==> config.mk <==
export PLATFORM = sky130hd
export DESIGN_NAME = calc_entry_ctrl_flat
export DESIGN_NICKNAME = d
export VERILOG_FILES = /design/src/rtl/calc_entry_ctrl_pkg.sv /design/src/rtl/calc_entry_ctrl_if.sv /design/src/rtl/calc_entry_ctrl_key_event_detect.sv /design/src/rtl/calc_entry_ctrl.sv /design/src/flat_wrapper.sv
export SDC_FILE = /design/constraint.sdc
export NUM_CORES = 1
export LEC_CHECK = 0
export BUFFER_PORTS_ARGS = -buffer_cell sky130_fd_sc_hd__buf_2
export CAP_MARGIN = 25
export CORE_ASPECT_RATIO = 0.5
export CORE_UTILIZATION = 45
export CTS_CLUSTER_SIZE = 24
export DETAILED_ROUTE_END_ITERATION = 10
export PLACE_DENSITY = 0.68
export REMOVE_ABC_BUFFERS = 1
export SLEW_MARGIN = 0
export SYNTH_ARGS = -nofsm -noshare
export SYNTH_HDL_FRONTEND = slang
export SYNTH_SLANG_ARGS = --single-unit
export TNS_END_PERCENT = 10
==> constraint.sdc <==
create_clock -name clk -period 3.8 [get_ports clk]
set_input_delay 0.38 -clock clk [delete_from_list [all_inputs] [get_ports clk]]
set_output_delay 0.38 -clock clk [all_outputs]
set_load 0.05 [all_outputs]
==> src/rtl/calc_entry_ctrl_pkg.sv <==
// Shared constants for the calculator entry sequencer: key codes, operator and
// state encodings, and the decimal limit derived from the digit count.
package calc_pkg;

  localparam int unsigned CALC_DIGITS  = 4;
  localparam int unsigned CALC_TIMEOUT = 255;

  function automatic int unsigned pow10(input int unsigned n);
    int unsigned p;
    p = 1;
    for (int unsigned i = 0; i < n; i++) p = p * 10;
    return p;
  endfunction

  // Smallest value that no longer fits in CALC_DIGITS decimal digits.
  localparam int unsigned CALC_LIMIT = pow10(CALC_DIGITS);
  localparam int unsigned CALC_W     = $clog2(CALC_LIMIT);

  localparam logic [4:0] NO_KEY    = 5'd17;
  localparam logic [4:0] KEY_LAST  = 5'd15;
  localparam logic [3:0] DIGIT_MAX = 4'd9;
  localparam logic [3:0] KEY_ADD   = 4'd10;
  localparam logic [3:0] KEY_SUB   = 4'd11;
  localparam logic [3:0] KEY_MUL   = 4'd12;
  localparam logic [3:0] KEY_DIV   = 4'd13;
  localparam logic [3:0] KEY_EQ    = 4'd14;
  localparam logic [3:0] KEY_CLR   = 4'd15;

  typedef enum logic [1:0] {OP_ADD, OP_SUB, OP_MUL, OP_DIV} op_t;

  typedef enum logic [2:0] {S_A, S_B, S_REQ, S_RES, S_ERR} state_t;

  function automatic op_t key_to_op(input logic [3:0] k);
    case (k)
      KEY_ADD: return OP_ADD;
      KEY_SUB: return OP_SUB;
      KEY_MUL: return OP_MUL;
      default: return OP_DIV;
    endcase
  endfunction

endpackage

==> src/rtl/calc_entry_ctrl_if.sv <==
// Controller-to-ALU transaction bus.
// Handshake: calc_req rises with stable operands/op and stays high until a
// one-cycle calc_ack pulse; calc_result/calc_err are valid only with calc_ack.
interface calc_alu_if #(parameter int unsigned W = 14) ();
  logic         calc_req;
  logic         calc_ack;
  logic [1:0]   calc_op;
  logic [W-1:0] operand_a;
  logic [W-1:0] operand_b;
  logic [W-1:0] calc_result;
  logic         calc_err;

  modport master (
    output calc_req, calc_op, operand_a, operand_b,
    input  calc_ack, calc_result, calc_err
  );

  modport slave (
    input  calc_req, calc_op, operand_a, operand_b,
    output calc_ack, calc_result, calc_err
  );
endinterface

==> src/rtl/calc_entry_ctrl_key_event_detect.sv <==
// Turns the scanner's level key code into a one-cycle press event plus a
// classification of the current key.
module key_event_detect
  import calc_pkg::*;
(
  input  logic       clk,
  input  logic       rst_n,
  input  logic [4:0] key_code_i,
  output logic       press_o,
  output logic       is_digit_o,
  output logic       is_op_o,
  output logic       is_eq_o,
  output logic       is_clr_o,
  output logic [3:0] key_val_o
);

  logic [4:0] prev_q;

  always_ff @(posedge clk) begin
    if (!rst_n) prev_q <= NO_KEY;
    else        prev_q <= key_code_i;
  end

  // A direct change between two valid codes is a new press.
  assign press_o    = (key_code_i <= KEY_LAST) && (key_code_i != prev_q);
  assign key_val_o  = key_code_i[3:0];
  assign is_digit_o = key_val_o <= DIGIT_MAX;
  assign is_op_o    = (key_val_o >= KEY_ADD) && (key_val_o <= KEY_DIV);
  assign is_eq_o    = key_val_o == KEY_EQ;
  assign is_clr_o   = key_val_o == KEY_CLR;

endmodule

==> src/rtl/calc_entry_ctrl.sv <==
// Calculator entry sequencer: accumulates two decimal operands and an operator
// from key presses, runs one ALU transaction on '=', then shows result or error.
module calc_entry_ctrl
  import calc_pkg::*;
#(
  parameter int unsigned DIGITS  = CALC_DIGITS,
  parameter int unsigned W       = CALC_W,
  parameter int unsigned TIMEOUT = CALC_TIMEOUT
) (
  input  logic         clk,
  input  logic         rst_n,
  input  logic [4:0]   key_code,
  calc_alu_if.master   alu,
  output logic [W-1:0] disp_value,
  output logic         err_flag,
  output logic         busy,
  output state_t       dbg_state_o
);

  localparam int unsigned CW    = $clog2(DIGITS + 1);
  localparam int unsigned TW    = $clog2(TIMEOUT + 1);
  localparam logic [31:0] LIMIT = 32'(pow10(DIGITS));

  logic       press, is_digit, is_op, is_eq, is_clr;
  logic [3:0] key_val;

  key_event_detect u_key (
    .clk        (clk),
    .rst_n      (rst_n),
    .key_code_i (key_code),
    .press_o    (press),
    .is_digit_o (is_digit),
    .is_op_o    (is_op),
    .is_eq_o    (is_eq),
    .is_clr_o   (is_clr),
    .key_val_o  (key_val)
  );

  state_t          state_q, state_d;
  logic [W-1:0]    a_q, a_d, b_q, b_d, res_q, res_d, disp_q, disp_d;
  op_t             op_q, op_d;
  logic [CW-1:0]   acnt_q, acnt_d, bcnt_q, bcnt_d;
  logic [TW-1:0]   tmo_q, tmo_d;
  logic            req_q, req_d, busy_q, busy_d, err_q, err_d;
  logic [W-1:0]    a_acc, b_acc;

  assign a_acc = a_q * W'(10) + W'(key_val);
  assign b_acc = b_q * W'(10) + W'(key_val);

  always_comb begin
    state_d = state_q;
    a_d     = a_q;
    b_d     = b_q;
    res_d   = res_q;
    op_d    = op_q;
    acnt_d  = acnt_q;
    bcnt_d  = bcnt_q;
    tmo_d   = tmo_q;

    if (press && is_clr) begin
      state_d = S_A;
      a_d     = '0;
      b_d     = '0;
      res_d   = '0;
      op_d    = OP_ADD;
      acnt_d  = '0;
      bcnt_d  = '0;
      tmo_d   = '0;
    end else begin
      case (state_q)
        S_A: if (press) begin
          if (is_digit) begin
            if (acnt_q < CW'(DIGITS)) begin
              a_d    = a_acc;
              acnt_d = acnt_q + 1'b1;
            end
          end else if (is_op) begin
            op_d    = key_to_op(key_val);
            b_d     = '0;
            bcnt_d  = '0;
            state_d = S_B;
          end
        end
        S_B: if (press) begin
          if (is_digit) begin
            if (bcnt_q < CW'(DIGITS)) begin
              b_d    = b_acc;
              bcnt_d = bcnt_q + 1'b1;
            end
          end else if (is_op) begin
            if (bcnt_q == '0) op_d = key_to_op(key_val);
          end else if (is_eq && bcnt_q != '0) begin
            tmo_d   = '0;
            state_d = S_REQ;
          end
        end
        S_REQ: begin
          // An ack arriving on the last timeout cycle still wins.
          if (alu.calc_ack) begin
            if (alu.calc_err) begin
              state_d = S_ERR;
            end else begin
              res_d   = alu.calc_result;
              state_d = S_RES;
            end
          end else if (tmo_q == TW'(TIMEOUT - 1)) begin
            state_d = S_ERR;
          end else begin
            tmo_d = tmo_q + 1'b1;
          end
        end
        S_RES: if (press) begin
          if (is_digit) begin
            a_d     = W'(key_val);
            acnt_d  = CW'(1);
            state_d = S_A;
          end else if (is_op) begin
            if (32'(res_q) >= LIMIT) begin
              state_d = S_ERR;
            end else begin
              a_d     = res_q;
              op_d    = key_to_op(key_val);
              b_d     = '0;
              bcnt_d  = '0;
              state_d = S_B;
            end
          end
        end
        S_ERR: ;
        default: state_d = S_A;
      endcase
    end

    req_d  = state_d == S_REQ;
    busy_d = state_d == S_REQ;
    err_d  = state_d == S_ERR;
    case (state_d)
      S_A:     disp_d = a_d;
      S_B:     disp_d = (bcnt_d != '0) ? b_d : a_d;
      S_REQ:   disp_d = b_d;
      S_RES:   disp_d = res_d;
      default: disp_d = '0;
    endcase
  end

  always_ff @(posedge clk) begin
    if (!rst_n) begin
      state_q <= S_A;
      a_q     <= '0;
      b_q     <= '0;
      res_q   <= '0;
      op_q    <= OP_ADD;
      acnt_q  <= '0;
      bcnt_q  <= '0;
      tmo_q   <= '0;
      req_q   <= 1'b0;
      busy_q  <= 1'b0;
      err_q   <= 1'b0;
      disp_q  <= '0;
    end else begin
      state_q <= state_d;
      a_q     <= a_d;
      b_q     <= b_d;
      res_q   <= res_d;
      op_q    <= op_d;
      acnt_q  <= acnt_d;
      bcnt_q  <= bcnt_d;
      tmo_q   <= tmo_d;
      req_q   <= req_d;
      busy_q  <= busy_d;
      err_q   <= err_d;
      disp_q  <= disp_d;
    end
  end

  assign alu.calc_req  = req_q;
  assign alu.calc_op   = op_q;
  assign alu.operand_a = a_q;
  assign alu.operand_b = b_q;
  assign disp_value    = disp_q;
  assign err_flag      = err_q;
  assign busy          = busy_q;
  assign dbg_state_o   = state_q;

endmodule
==> src/flat_wrapper.sv <==
// flat-port wrapper written by rule: the top's interface ports become plain ports
module calc_entry_ctrl_flat import calc_pkg::*;
#(
  parameter int unsigned DIGITS  = CALC_DIGITS,
  parameter int unsigned W       = CALC_W,
  parameter int unsigned TIMEOUT = CALC_TIMEOUT
)
  (clk, rst_n, key_code, disp_value, err_flag, busy, dbg_state_o, alu_calc_req, alu_calc_op, alu_operand_a, alu_operand_b, alu_calc_ack, alu_calc_result, alu_calc_err);
  calc_alu_if #(.W(W)) alu_i ();
  input  logic clk;
  input  logic rst_n;
  input  logic [4:0] key_code;
  output logic [W-1:0] disp_value;
  output logic err_flag;
  output logic busy;
  output state_t dbg_state_o;
  output wire logic [$bits(alu_i.calc_req)-1:0] alu_calc_req;
  output wire logic [$bits(alu_i.calc_op)-1:0] alu_calc_op;
  output wire logic [$bits(alu_i.operand_a)-1:0] alu_operand_a;
  output wire logic [$bits(alu_i.operand_b)-1:0] alu_operand_b;
  input wire logic [$bits(alu_i.calc_ack)-1:0] alu_calc_ack;
  input wire logic [$bits(alu_i.calc_result)-1:0] alu_calc_result;
  input wire logic [$bits(alu_i.calc_err)-1:0] alu_calc_err;
  assign alu_calc_req = alu_i.calc_req;
  assign alu_calc_op = alu_i.calc_op;
  assign alu_operand_a = alu_i.operand_a;
  assign alu_operand_b = alu_i.operand_b;
  assign alu_i.calc_ack = alu_calc_ack;
  assign alu_i.calc_result = alu_calc_result;
  assign alu_i.calc_err = alu_calc_err;
  calc_entry_ctrl #(.DIGITS(DIGITS), .W(W), .TIMEOUT(TIMEOUT)) u_core (.clk(clk), .rst_n(rst_n), .key_code(key_code), .alu(alu_i), .disp_value(disp_value), .err_flag(err_flag), .busy(busy), .dbg_state_o(dbg_state_o));
endmodule
==> summary.log <==
qor: pwr.power-per-cell-area 332 nW/um^2
qor: timing.worst_clock_skew 6.13 ps
qor: synthesis.ys_seq_elements 82
qor: synthesis.post_synth_main_area_contributors dfxtp_1 27%, ha_1 10%, nor2_1 4.9%
qor: timing.finalSetupTns 0 ps
qor: synthesis.synth_common_cells 82 x dfxtp_1, 78 x nor2_1, 49 x ha_1, 45 x nand2_1, 40 x a21oi_1
qor: synthesis.post_synth_num_cell_types 80
qor: timing.timing.final.hold_violations 0
qor: synthesis.yosysSeqAreaShare 27.5%
qor: place.globalplace.congestion 0.923
qor: timing.timing_max_transition_violations_final 0
qor: routing.remaining_antenna_violation_count 0
qor: worst_setup_path.cp.required 4030 ps
qor: run_status.run_status finished clean
qor: timing.timing.final.setup_violations 0
qor: clocking.cts_buffer_depth 2
qor: cells_and_area.area_growth 17.5%
qor: synthesis.synth-async-reset-ratio 0%
qor: timing.slew_headroom 51.3%
qor: die.ios 73
qor: routing.violation_count_after_the_first_detailed_route_iteration 517
qor: routing.post_drt_via_cell_ratio 6.08
qor: timing.finalWorstPathRequiredPeriod 3610 ps
qor: cells_and_area.fillCellCount 1,195
qor: clocking.numCtsBuffers 9
qor: die.start_util 46.7%
qor: clocking.cts.sinks 82
qor: cells_and_area.antenna-diode-count 0
qor: routing.wire_length_after_detailed_routing 18.3 mm
qor: run.drv.max_cap_violation_count 0
qor: synthesis.netlist_instances 716
qor: global_routing.grt_overflow_total 0
qor: clocking.cts-root-buf clkbuf_16
qor: global_routing.grt_util_all_layers 27.7%
qor: synthesis.synth_area 5980 sq um
qor: pwr.ir_drop 0.000178 V
qor: timing.max_slew.worst_pin.slew 727 ps
qor: routing.dr_total_vias 5,945
qor: routing.routed_wire_length_per_instance 18.7 um
qor: worst_hold_path.hold_path_class input port to register
qor: clocking.cts_tree built
qor: die.die_height 83.5 um
qor: synthesis.synth.avg_cell_area 8.35 sq um
qor: global_routing.first_global_vias 5,790
qor: clocking.ctsHtreeMaxLevel 3
qor: die.total_number_of_placement_rows 29
qor: synthesis.edff_count_synth 0
qor: timing.fin_crit_sh 94.9%
qor: pwr.cellLeakagePower 3.00 nW
qor: worst_setup_path.startpoint_type register
qor: die.floorplan.die.width 165 um
qor: place.io_buffer_count 72
qor: timing.timing.hold.ws 294 ps
qor: worst_setup_path.timing_worst_setup_path_type register to register
qor: synthesis.cell_with_the_most_instances_after_synthesis dfxtp_1
qor: synthesis.post-synth-top-area-fraction 27.5%
qor: synthesis.yosys_warnings 0
qor: synthesis.yosys_most_used_dff dfxtp_1
qor: global_routing.first_pass_grt_wire_length 29.9 mm
qor: clocking.clock_insertion_delay_worst_skew 340 ps
qor: global_routing.maximum_number_of_pins_on_one_net_before_global_route_repair 25
qor: routing.dr.pass1.iters 5
qor: worst_setup_path.critical_path_arrival 3840 ps
qor: die.core_region_area 12,800 sq um
qor: place.detailedPlacementHpwl 13.8 mm
qor: die.floorplan.die_area 13,800 sq um
qor: timing.fmaxAchievable 277 MHz
qor: cells_and_area.fin_nets 878
qor: routing.drc 0
qor: cells_and_area.post_route_cells_drive_above_1_share 19.3%
qor: global_routing.grt_antenna_before_repair 0
qor: worst_setup_path.endpoint_kind register
qor: clocking.clk_pin_slew_worst_paths 70 ps
qor: synthesis.synth_largest_area_cell dfxtp_1
qor: worst_setup_path.cp_max_fo 4
qor: clocking.cts_hold_buf 0
==> critical path: stages, from the launching register on <==
cell	delay, ps
dfxtp_1	310
ha_1	290
ha_1	240
fa_2	380
a211oi_2	260
nor3b_1	90
or4_1	600
or4_1	540
o211a_1	250
nor3_2	240
nor2_1	70
o31a_1	230
==> power breakdown <==
part           total [mW]  internal [mW]  switching (mW)
clock               0.960          0.594           0.366
sequential          0.906          0.885          0.0206
combinational       0.465          0.157           0.308
total                2.33           1.64           0.695
==> kinds of logic after synthesis <==
kind of cell	synth area share [%]
XOR/XNOR	6.28
multiplexers	3.18
adder cells (fa/ha/maj)	11.8
AND/OR/NAND/NOR	23.5
buffers and inverters	3.24
AO/OA/AOI/OAI	24.5
flip-flops	27.5
==> cells in the final DEF (no fill, tap or decap), types with 11 or more instances in the layout <==
cell type,count
and3_1,13
a21oi_1,40
nor2b_1,15
inv_1,13
buf_4,34
mux2i_1,19
xnor2_1,16
dfxtp_1,82
nor4_1,11
ha_1,49
buf_2,72
o21ai_0,37
nor2_1,78
a211oi_1,11
nand2_1,45
nand3_1,24
xor2_1,19
a31oi_1,15
nor3_1,18
==> path summary, 6_finish.rpt <==
check	to	from	slack, ps	depth (start not counted)
worst max register to register	u_core.disp_value[12]	u_core.alu.operand_a[1]	190	11
worst min-delay path	u_core.res_q[8]	alu_calc_result[8]	290	3
worst max-delay path	u_core.disp_value[12]	u_core.alu.operand_a[1]	190	11
worst min register to register	u_core.acnt_q[1]	u_core.acnt_q[1]	460	2
==> flip-flops by register name, indices dropped and copies added, names as in the netlist <==
signal                cells
u_core.acnt_q             3
u_core.alu.calc_op        2
u_core.alu.calc_req       1
u_core.alu.operand_a     14
u_core.alu.operand_b     14
u_core.bcnt_q             3
u_core.dbg_state_o        3
u_core.disp_value        14
u_core.err_flag           1
u_core.res_q             14
u_core.tmo_q              8
u_core.u_key.prev_q       5
==> metrics by stage <==
| stage | setup WS [ps] | area [sq um] | utilization (%) | std cells | power, mW |
|---|---|---|---|---|---|
| 3_3_place_gp | 119 | 6670 | 52.1 | 961 | 1.37 |
| 3_5_place_dp | 69.0 | 6670 | 52.1 | 961 | 1.38 |
| 6_report | 192 | 7020 | 54.8 | 977 | 2.33 |
| 4_1_cts | 7.80 | 7000 | 54.7 | 977 | 2.33 |
| 2_1_floorplan | -155 | 5840 | - | 685 | 1.23 |
| 5_1_grt | -13.3 | 7020 | 54.8 | 977 | 2.42 |
==> per-layer routing <==
metal  GRT usage [%]  vias to the layer above  wire length, um
met5               0                        -                0
met4            6.84                        0              244
met3            6.26                       23             1450
met2            42.0                      218             7870
met1            39.5                     2851             8700
li1                -                     2853                -
==> what timing repair did <==
| action | in CTS | in global routing |
|---|---|---|
| endpoints found under the setup margin | 0 | 3 |
| gates resized for setup | 0 | 6 |
| buffers inserted | 0 | 0 |
==> area by class of cell <==
| class | instances | area, sq um | share of cell area (%) |
|---|---|---|---|
| timing repair buffer | 106 | 616 | 8.77 |
| sequential | 82 | 1640 | 23.4 |
| clock buffer | 10 | 239 | 3.40 |
| multi-input combinational | 589 | 4170 | 59.4 |
| tap | 170 | 213 | 3.03 |
| inverter | 14 | 52.6 | 0.748 |
| clock inverter | 6 | 90.1 | 1.28 |
No activity file was read; power rests on OpenSTA's default activity.
